==> src/rtl/uart_pkg.sv <==
// Shared UART definitions: receiver FSM states and default frame geometry.
package uart_pkg;

  localparam int UART_DATA_BITS  = 8;
  localparam int UART_OVERSAMPLE = 16;

  typedef enum logic [1:0] {
    IDLE,
    START,
    DATA,
    STOP
  } rx_state_t;

endpackage

==> src/rtl/uart_rx_sync.sv <==
// Two-flop synchronizer for the asynchronous serial line; resets to the idle (high) level.
module uart_rx_sync (
  input  logic clk,
  input  logic rst,
  input  logic d,
  output logic q
);

  logic meta;

  // NOTE: non-blocking assignments let both flops sample their old values on the same edge.
  always_ff @(posedge clk) begin
    if (rst) begin
      meta <= 1'b1;
      q    <= 1'b1;
    end else begin
      meta <= d;
      q    <= meta;
    end
  end

endmodule

==> src/rtl/uart_rx_deserializer.sv <==
// Oversampling UART receive deserializer: start detect, mid-bit sampling, stop check,
// and a valid/ready holding register toward the byte sink.
module uart_rx_deserializer
  import uart_pkg::*;
#(
  parameter int DATA_BITS  = UART_DATA_BITS,
  parameter int OVERSAMPLE = UART_OVERSAMPLE
) (
  input  logic                 clk,
  input  logic                 rst,
  input  logic                 baud_tick,
  input  logic                 rx,
  output logic [DATA_BITS-1:0] rx_data,
  output logic                 rx_valid,
  input  logic                 rx_ready,
  output logic                 rx_frame_err,
  output logic                 rx_overrun,
  output logic                 rx_busy
);

  localparam int TICK_W = $clog2(OVERSAMPLE);
  localparam int BIT_W  = $clog2(DATA_BITS + 1);

  localparam logic [TICK_W-1:0] MID_TICK  = TICK_W'(OVERSAMPLE / 2 - 1);
  localparam logic [TICK_W-1:0] LAST_TICK = TICK_W'(OVERSAMPLE - 1);
  localparam logic [BIT_W-1:0]  LAST_BIT  = BIT_W'(DATA_BITS - 1);

  logic rx_s;

  rx_state_t              state_q, state_d;
  logic [TICK_W-1:0]      tick_cnt_q, tick_cnt_d;
  logic [BIT_W-1:0]       bit_cnt_q, bit_cnt_d;
  logic [DATA_BITS-1:0]   shreg_q, shreg_d;
  logic                   armed_q, armed_d;
  logic [DATA_BITS-1:0]   data_q, data_d;
  logic                   valid_q, valid_d;
  logic                   frame_err_q, frame_err_d;
  logic                   overrun_q, overrun_d;

  uart_rx_sync u_sync (
    .clk (clk),
    .rst (rst),
    .d   (rx),
    .q   (rx_s)
  );

  always_ff @(posedge clk) begin
    if (rst) begin
      state_q     <= IDLE;
      tick_cnt_q  <= '0;
      bit_cnt_q   <= '0;
      shreg_q     <= '0;
      armed_q     <= 1'b1;
      data_q      <= '0;
      valid_q     <= 1'b0;
      frame_err_q <= 1'b0;
      overrun_q   <= 1'b0;
    end else begin
      state_q     <= state_d;
      tick_cnt_q  <= tick_cnt_d;
      bit_cnt_q   <= bit_cnt_d;
      shreg_q     <= shreg_d;
      armed_q     <= armed_d;
      data_q      <= data_d;
      valid_q     <= valid_d;
      frame_err_q <= frame_err_d;
      overrun_q   <= overrun_d;
    end
  end

  // NOTE: every variable gets a default first so no path can leave one unassigned (no latches).
  always_comb begin
    state_d     = state_q;
    tick_cnt_d  = tick_cnt_q;
    bit_cnt_d   = bit_cnt_q;
    shreg_d     = shreg_q;
    armed_d     = armed_q;
    data_d      = data_q;
    valid_d     = valid_q;
    frame_err_d = 1'b0;
    overrun_d   = 1'b0;

    // An accept empties the holding register unless a stop-sample load below refills it.
    if (valid_q && rx_ready) begin
      valid_d = 1'b0;
    end

    if (baud_tick) begin
      case (state_q)
        IDLE: begin
          if (rx_s) begin
            armed_d = 1'b1;
          end else if (armed_q) begin
            state_d    = START;
            tick_cnt_d = '0;
          end
        end

        START: begin
          if (tick_cnt_q == MID_TICK) begin
            tick_cnt_d = '0;
            if (!rx_s) begin
              state_d   = DATA;
              bit_cnt_d = '0;
            end else begin
              state_d = IDLE;
            end
          end else begin
            tick_cnt_d = tick_cnt_q + TICK_W'(1);
          end
        end

        DATA: begin
          if (tick_cnt_q == LAST_TICK) begin
            shreg_d    = {rx_s, shreg_q[DATA_BITS-1:1]};
            tick_cnt_d = '0;
            bit_cnt_d  = bit_cnt_q + BIT_W'(1);
            if (bit_cnt_q == LAST_BIT) begin
              state_d = STOP;
            end
          end else begin
            tick_cnt_d = tick_cnt_q + TICK_W'(1);
          end
        end

        STOP: begin
          if (tick_cnt_q == LAST_TICK) begin
            state_d    = IDLE;
            tick_cnt_d = '0;
            if (rx_s) begin
              if (!valid_q || rx_ready) begin
                data_d  = shreg_q;
                valid_d = 1'b1;
              end else begin
                overrun_d = 1'b1;
              end
            end else begin
              // A break must be seen high again before a new start is accepted.
              frame_err_d = 1'b1;
              armed_d     = 1'b0;
            end
          end else begin
            tick_cnt_d = tick_cnt_q + TICK_W'(1);
          end
        end

        default: state_d = IDLE;
      endcase
    end
  end

  assign rx_data      = data_q;
  assign rx_valid     = valid_q;
  assign rx_frame_err = frame_err_q;
  assign rx_overrun   = overrun_q;
  assign rx_busy      = (state_q != IDLE);

endmodule

==> config.mk <==
export PLATFORM = sky130hd
export DESIGN_NAME = uart_rx_deserializer
export DESIGN_NICKNAME = d
export VERILOG_FILES = /design/src/rtl/uart_pkg.sv /design/src/rtl/uart_rx_sync.sv /design/src/rtl/uart_rx_deserializer.sv
export SDC_FILE = /design/constraint.sdc
export NUM_CORES = 1
export LEC_CHECK = 0
export BUFFER_PORTS_ARGS = -buffer_cell sky130_fd_sc_hd__buf_2
export CAP_MARGIN = 20
export CORE_MARGIN = 2
export CORE_UTILIZATION = 60
export DETAILED_ROUTE_END_ITERATION = 7
export HOLD_SLACK_MARGIN = 0.05
export PLACE_DENSITY_LB_ADDON = 0.05
export SLEW_MARGIN = 20
export SYNTH_ARGS = -nofsm -noshare
export SYNTH_HDL_FRONTEND = slang
export SYNTH_HIERARCHICAL = 1
export SYNTH_SLANG_ARGS = --single-unit
==> constraint.sdc <==
create_clock -name clk -period 4.24 [get_ports clk]
set_input_delay 0.848 -clock clk [delete_from_list [all_inputs] [get_ports clk]]
set_output_delay 0.848 -clock clk [all_outputs]
set_load 0.02 [all_outputs]
# == Yosys cells after proc, flatten, opt, wreduce, memory -nomap -nowiden ==
# Cells that the tools add are included.
# totals
input_bits,5
word_cells,77
reg_bits,32
# classes
n_mux,29
n_bitwise,4
reduce_logical,16
add_sub_neg,2
eq_ne,15
# ops
op,count
$mux 4,7
$ne 2x2->1 const B,8
$reduce_and 5->1,3
$mux 2,7
$pmux 4 s3,1
$mux 1,11
$add 4x1->4 const B,2
$eq 4x3->1 const B,2
$pmux 2 s4,1
$pmux 4 s2,1
$reduce_and 7->1,1
$reduce_and 3->1,2
$reduce_bool 2->1,3
$reduce_or 5->1,1
$eq 2x2->1 const B,2
$eq 4x4->1 const B,1
$not 1->1,4
$reduce_or 4->1,1
$eq 2x1->1 const B,1
$logic_not 2->1,1
$ne 2x1->1 const B,1
$pmux 1 s2,1
$reduce_or 2->1,1
$logic_and 1x1->1,1
2 further kinds,2

# == Logic depth before layout (Yosys ltp) ==
# depth
depth_word,7
ltp_mapped,6

# == Cells and area by module ==
# The synthesis kept the hierarchy.
# by_module_without_submodules
module,area_each_um2,cells_each,n_inst
uart_rx_deserializer,1332.5,155,1
uart_rx_sync,52.6,4,1

# == Least setup slack after synthesis ==
# Ideal clock, no wire load.
# synth_timing
kind,input -> register
start,input port baud_tick
end,register data_q[0] (netlist: rx_data[0])
required_time_ns,4.112
n_path_buf,2
path_slack_ns,2.360
arrival_ns,1.753
cell_stages,6
cell_sequence,buf_4 nand4_1 nor3b_1 buf_4 mux2i_1 nor2_1
# synth_between
elab_chain_len,1
# synth_rtl
element,line,rtl
from (decl),uart_rx_deserializer.sv:11,"input logic baud_tick,"
$reduce_and 5->1 (no source line),-,
to (signal assigned),uart_rx_deserializer.sv:64,data_q <= data_d;
to (decl),uart_rx_deserializer.sv:35,"logic [DATA_BITS-1:0] data_q, data_d;"
# Every way passes these cells.
# A chain may end at the register's enable or synchronous reset.

==> impl_results.md <==
- Dominant synthesized flop cell: dfxtp_1
- Crit path kind: reg -> out
- Hold Crit Class: reg -> reg
- CORE AREA: 0.00219 mm²
- Vias in the first global route: 1044
- Fin crit period: 2.30 ns
- I/O Pins: 17
- Critical Path Sink Type: primary output
- Area share of the largest cell type after synthesis: 46.3%
- Mean number of vias per cell: 5.86
- Post-synthesis xor/xnor area fraction: 0.632%
- Max Root-Sink Buffers: 2
- Period Utilization, post-route: 54.2%
- DRC: 0
- Initial antenna violation count: 0
- Fill cell count: 184
- Synth top area cells: dfxtp_1, nand2_1, a21oi_1, mux2i_1, nor2_1
- Worst r2r src: tick_cnt_q[0]
- Final #Nets: 181
- Seq cells post-synth: 32
- Leak Pwr: 0.568 nW
- Area of the multi-input gates: 671 µm²
- Setup slack at placement: 2.11 ns
- Ys async rst share: 0%
- Unrepaired setup endpoints after global routing: no
- Initial Utilization: 63.2%
- Pwr per Cell Area: 358 mW/mm²
- Yosys warning total: 6
- Largest net degree at the start of global routing: 33
- DRT iter0 DRCs: 30
- FF-to-FF setup slack: 2.49 ns
- Max VDD drop: 0.000348 V
- Routed WL per cell: 13.7 µm
- Post-Synth Simple-Gate Area: 26.6%
- Mapped Nets: 166
- Slew @ Worst Pin: 0.525 ns
- DRT Pass-1 Iters: 4
- Final Max Tran Viols: 0
- Reg2Reg Depth: 6
- Clock slew at reported path FFs: 0.10 ns
- Die area: 0.00271 mm²
- Post-synthesis sequential area ratio: 46.3%
- Hold Path Depth: 1
- Rows: 17
- Post-Place Cells: 195
- Netlist Area Pre-Place: 0.00139 mm²
- Share of cells above drive strength 1: 17.7%
- CTS tree: done
- CP Data Required Time: 3.39 ns
- CTS root buf: clkbuf_4
- First-pass GRT wire length: 4.59 mm
- Worst slew margin: 65.0%
- CP Launch Type: register
- Post-CTS setup buffer count: 0
- Routability congestion estimate: 0.795
- Synth Area in Adders: 1.81%
- Storage cell area: 641 µm²
- Number of synthesized flops with an enable pin: 0
- Total CTS buffers: 5
- Ant. Diodes: 0
- Syn Inst Count: 159
- F_max: 435 MHz
- Max Cap Viol: 0
- GRT Total Usage: 23.3%
- Compound-cell area share of the yosys netlist: 13.6%
- Worst reg2reg path endpoint: rx_data[5]
- Die span in y: 52.0 µm
- Clock sink count: 32
- Setup violators final: 0
- Grt total ovfl: 0
- Multiplexer share of the synthesized area: 5.78%
- Status: finished, final reports clean
- CP Max Fanout: 12
- DP HPWL: 1.79 mm
- Critical path arrival: 1.45 ns
- Avg Cell Area, Syn: 8.71 µm²
- Worst skew pair latency: 0.32 ns
- Clock Skew: 0.00925 ns
- Largest family of logic cells by synthesized area: simple AND/OR/NAND/NOR gates
- Distinct cells, synth: 40
- Antenna viol nets, final: 0
- Total negative slack: 0 ns
- Min-delay src: u_sync/meta
- Hold Vio Cnt, Final: 0
- Fin cells: 203
- DR vias: 1190
- Max H-tree Level: 2
- Port Buf Inserts: 16
- Routed WL: 2.77 mm
- # hold bufs at CTS: 0
- Post_cts resized: 0
- Final setup margin: 1.94 ns
- Hold path endpoint: u_sync/q
- DIE WIDTH: 52.0 µm
- Final Power: 0.544 mW
- Post-synth top area cell: dfxtp_1
- Layout area overhead: 9.85%
-- per-layer routing --
layer,vias up,track usage [%],routed length (µm)
met4,0,6.58,18
li1,582,-,-
met3,2,7.76,165
met2,55,37.8,1380
met1,551,29.3,1210
met5,-,0,0
-- power by group --
part           leakage (nW)  internal [mW]  total, mW  switching [mW]
registers             0.258          0.303      0.306         0.00297
logic                 0.268        0.00591     0.0161          0.0102
clock network        0.0422          0.124      0.222          0.0986
total                 0.568          0.432      0.544           0.112
-- state kept, by name, indices dropped and copies added (netlist names), named ones only --
register      cells
rx_valid          1
rx_overrun        1
armed_q           1
rx_frame_err      1
u_sync/q          1
rx_data           8
state_q           1
bit_cnt_q         4
shreg_q           8
tick_cnt_q        4
u_sync/meta       1
-- logic make-up (layout without fill, tap and decap cells) --
logic type,after synthesis,in the layout
and+or+nand+nor,72,72
AOI/OAI and AO/OA,32,32
DFF,32,32
buffers and inverters,12,28
muxes,8,8
adders and majority gates,2,2
xor gates and xnor gates,1,1
-- final cells by class --
class / instances / area share (%)
inverters: 3 / 0.740
multi-input cells: 115 / 44.1
repair buffers: 17 / 5.76
clock buffers: 6 / 2.71
flip-flops and latches: 32 / 42.1
well taps: 28 / 2.30
clock inverters: 2 / 2.30
-- cells in the mapped netlist (3+ instances only) --
library cell / n
a21oi_1: 18
a31oi_1: 3
buf_4: 3
dfxtp_1: 32
inv_1: 3
mux2i_1: 8
nand2_1: 25
nand3_1: 3
nor2_1: 16
o21ai_0: 4
or3_1: 3
-- cells in the final DEF (no fill, tap or decap), types with 2 or more instances in the layout --
cell / n
nand2_1: 25
nand3b_1: 2
nand2b_1: 2
and3b_2: 2
nor3_1: 2
inv_1: 3
nor4_1: 2
buf_2: 16
clkbuf_4: 5
or2_1: 2
or3_1: 3
and3_1: 2
o21ai_0: 4
a21oi_1: 18
nand4_1: 2
a31oi_1: 3
dfxtp_1: 32
nand3_1: 3
mux2i_1: 8
nor2_1: 16
ha_1: 2
-- stage by stage --
step / cell area, µm² / hold WS (ns) / util (%)
5_1_grt: 1520 / 0.445 / 69.4
3_3_place_gp: 1450 / 0.391 / 66.0
2_1_floorplan: 1390 / 0.385 / -
3_5_place_dp: 1450 / 0.402 / 66.0
4_1_cts: 1520 / 0.430 / 69.4
6_report: 1520 / 0.432 / 69.4
-- critical path, stage by stage (launching register included) --
cell and delay (ns):
dfxtp_1 0.58, nor2_1 0.18, inv_1 0.18, buf_2 0.19
-- worst max-delay path by stage --
stage / startpoint / end / cells after the start / slack, ns
final: register / rx_busy / 3 / 1.94
after global routing: register / rx_busy / 3 / 1.80
after CTS: register / rx_busy / 3 / 1.95
after detailed placement: baud_tick / rx_data[5] / 6 / 2.11
after global placement: baud_tick / rx_data[7] / 6 / 2.18
after floorplan: baud_tick / rx_data[0] / 6 / 2.36
(Power assumes the default switching activity.)
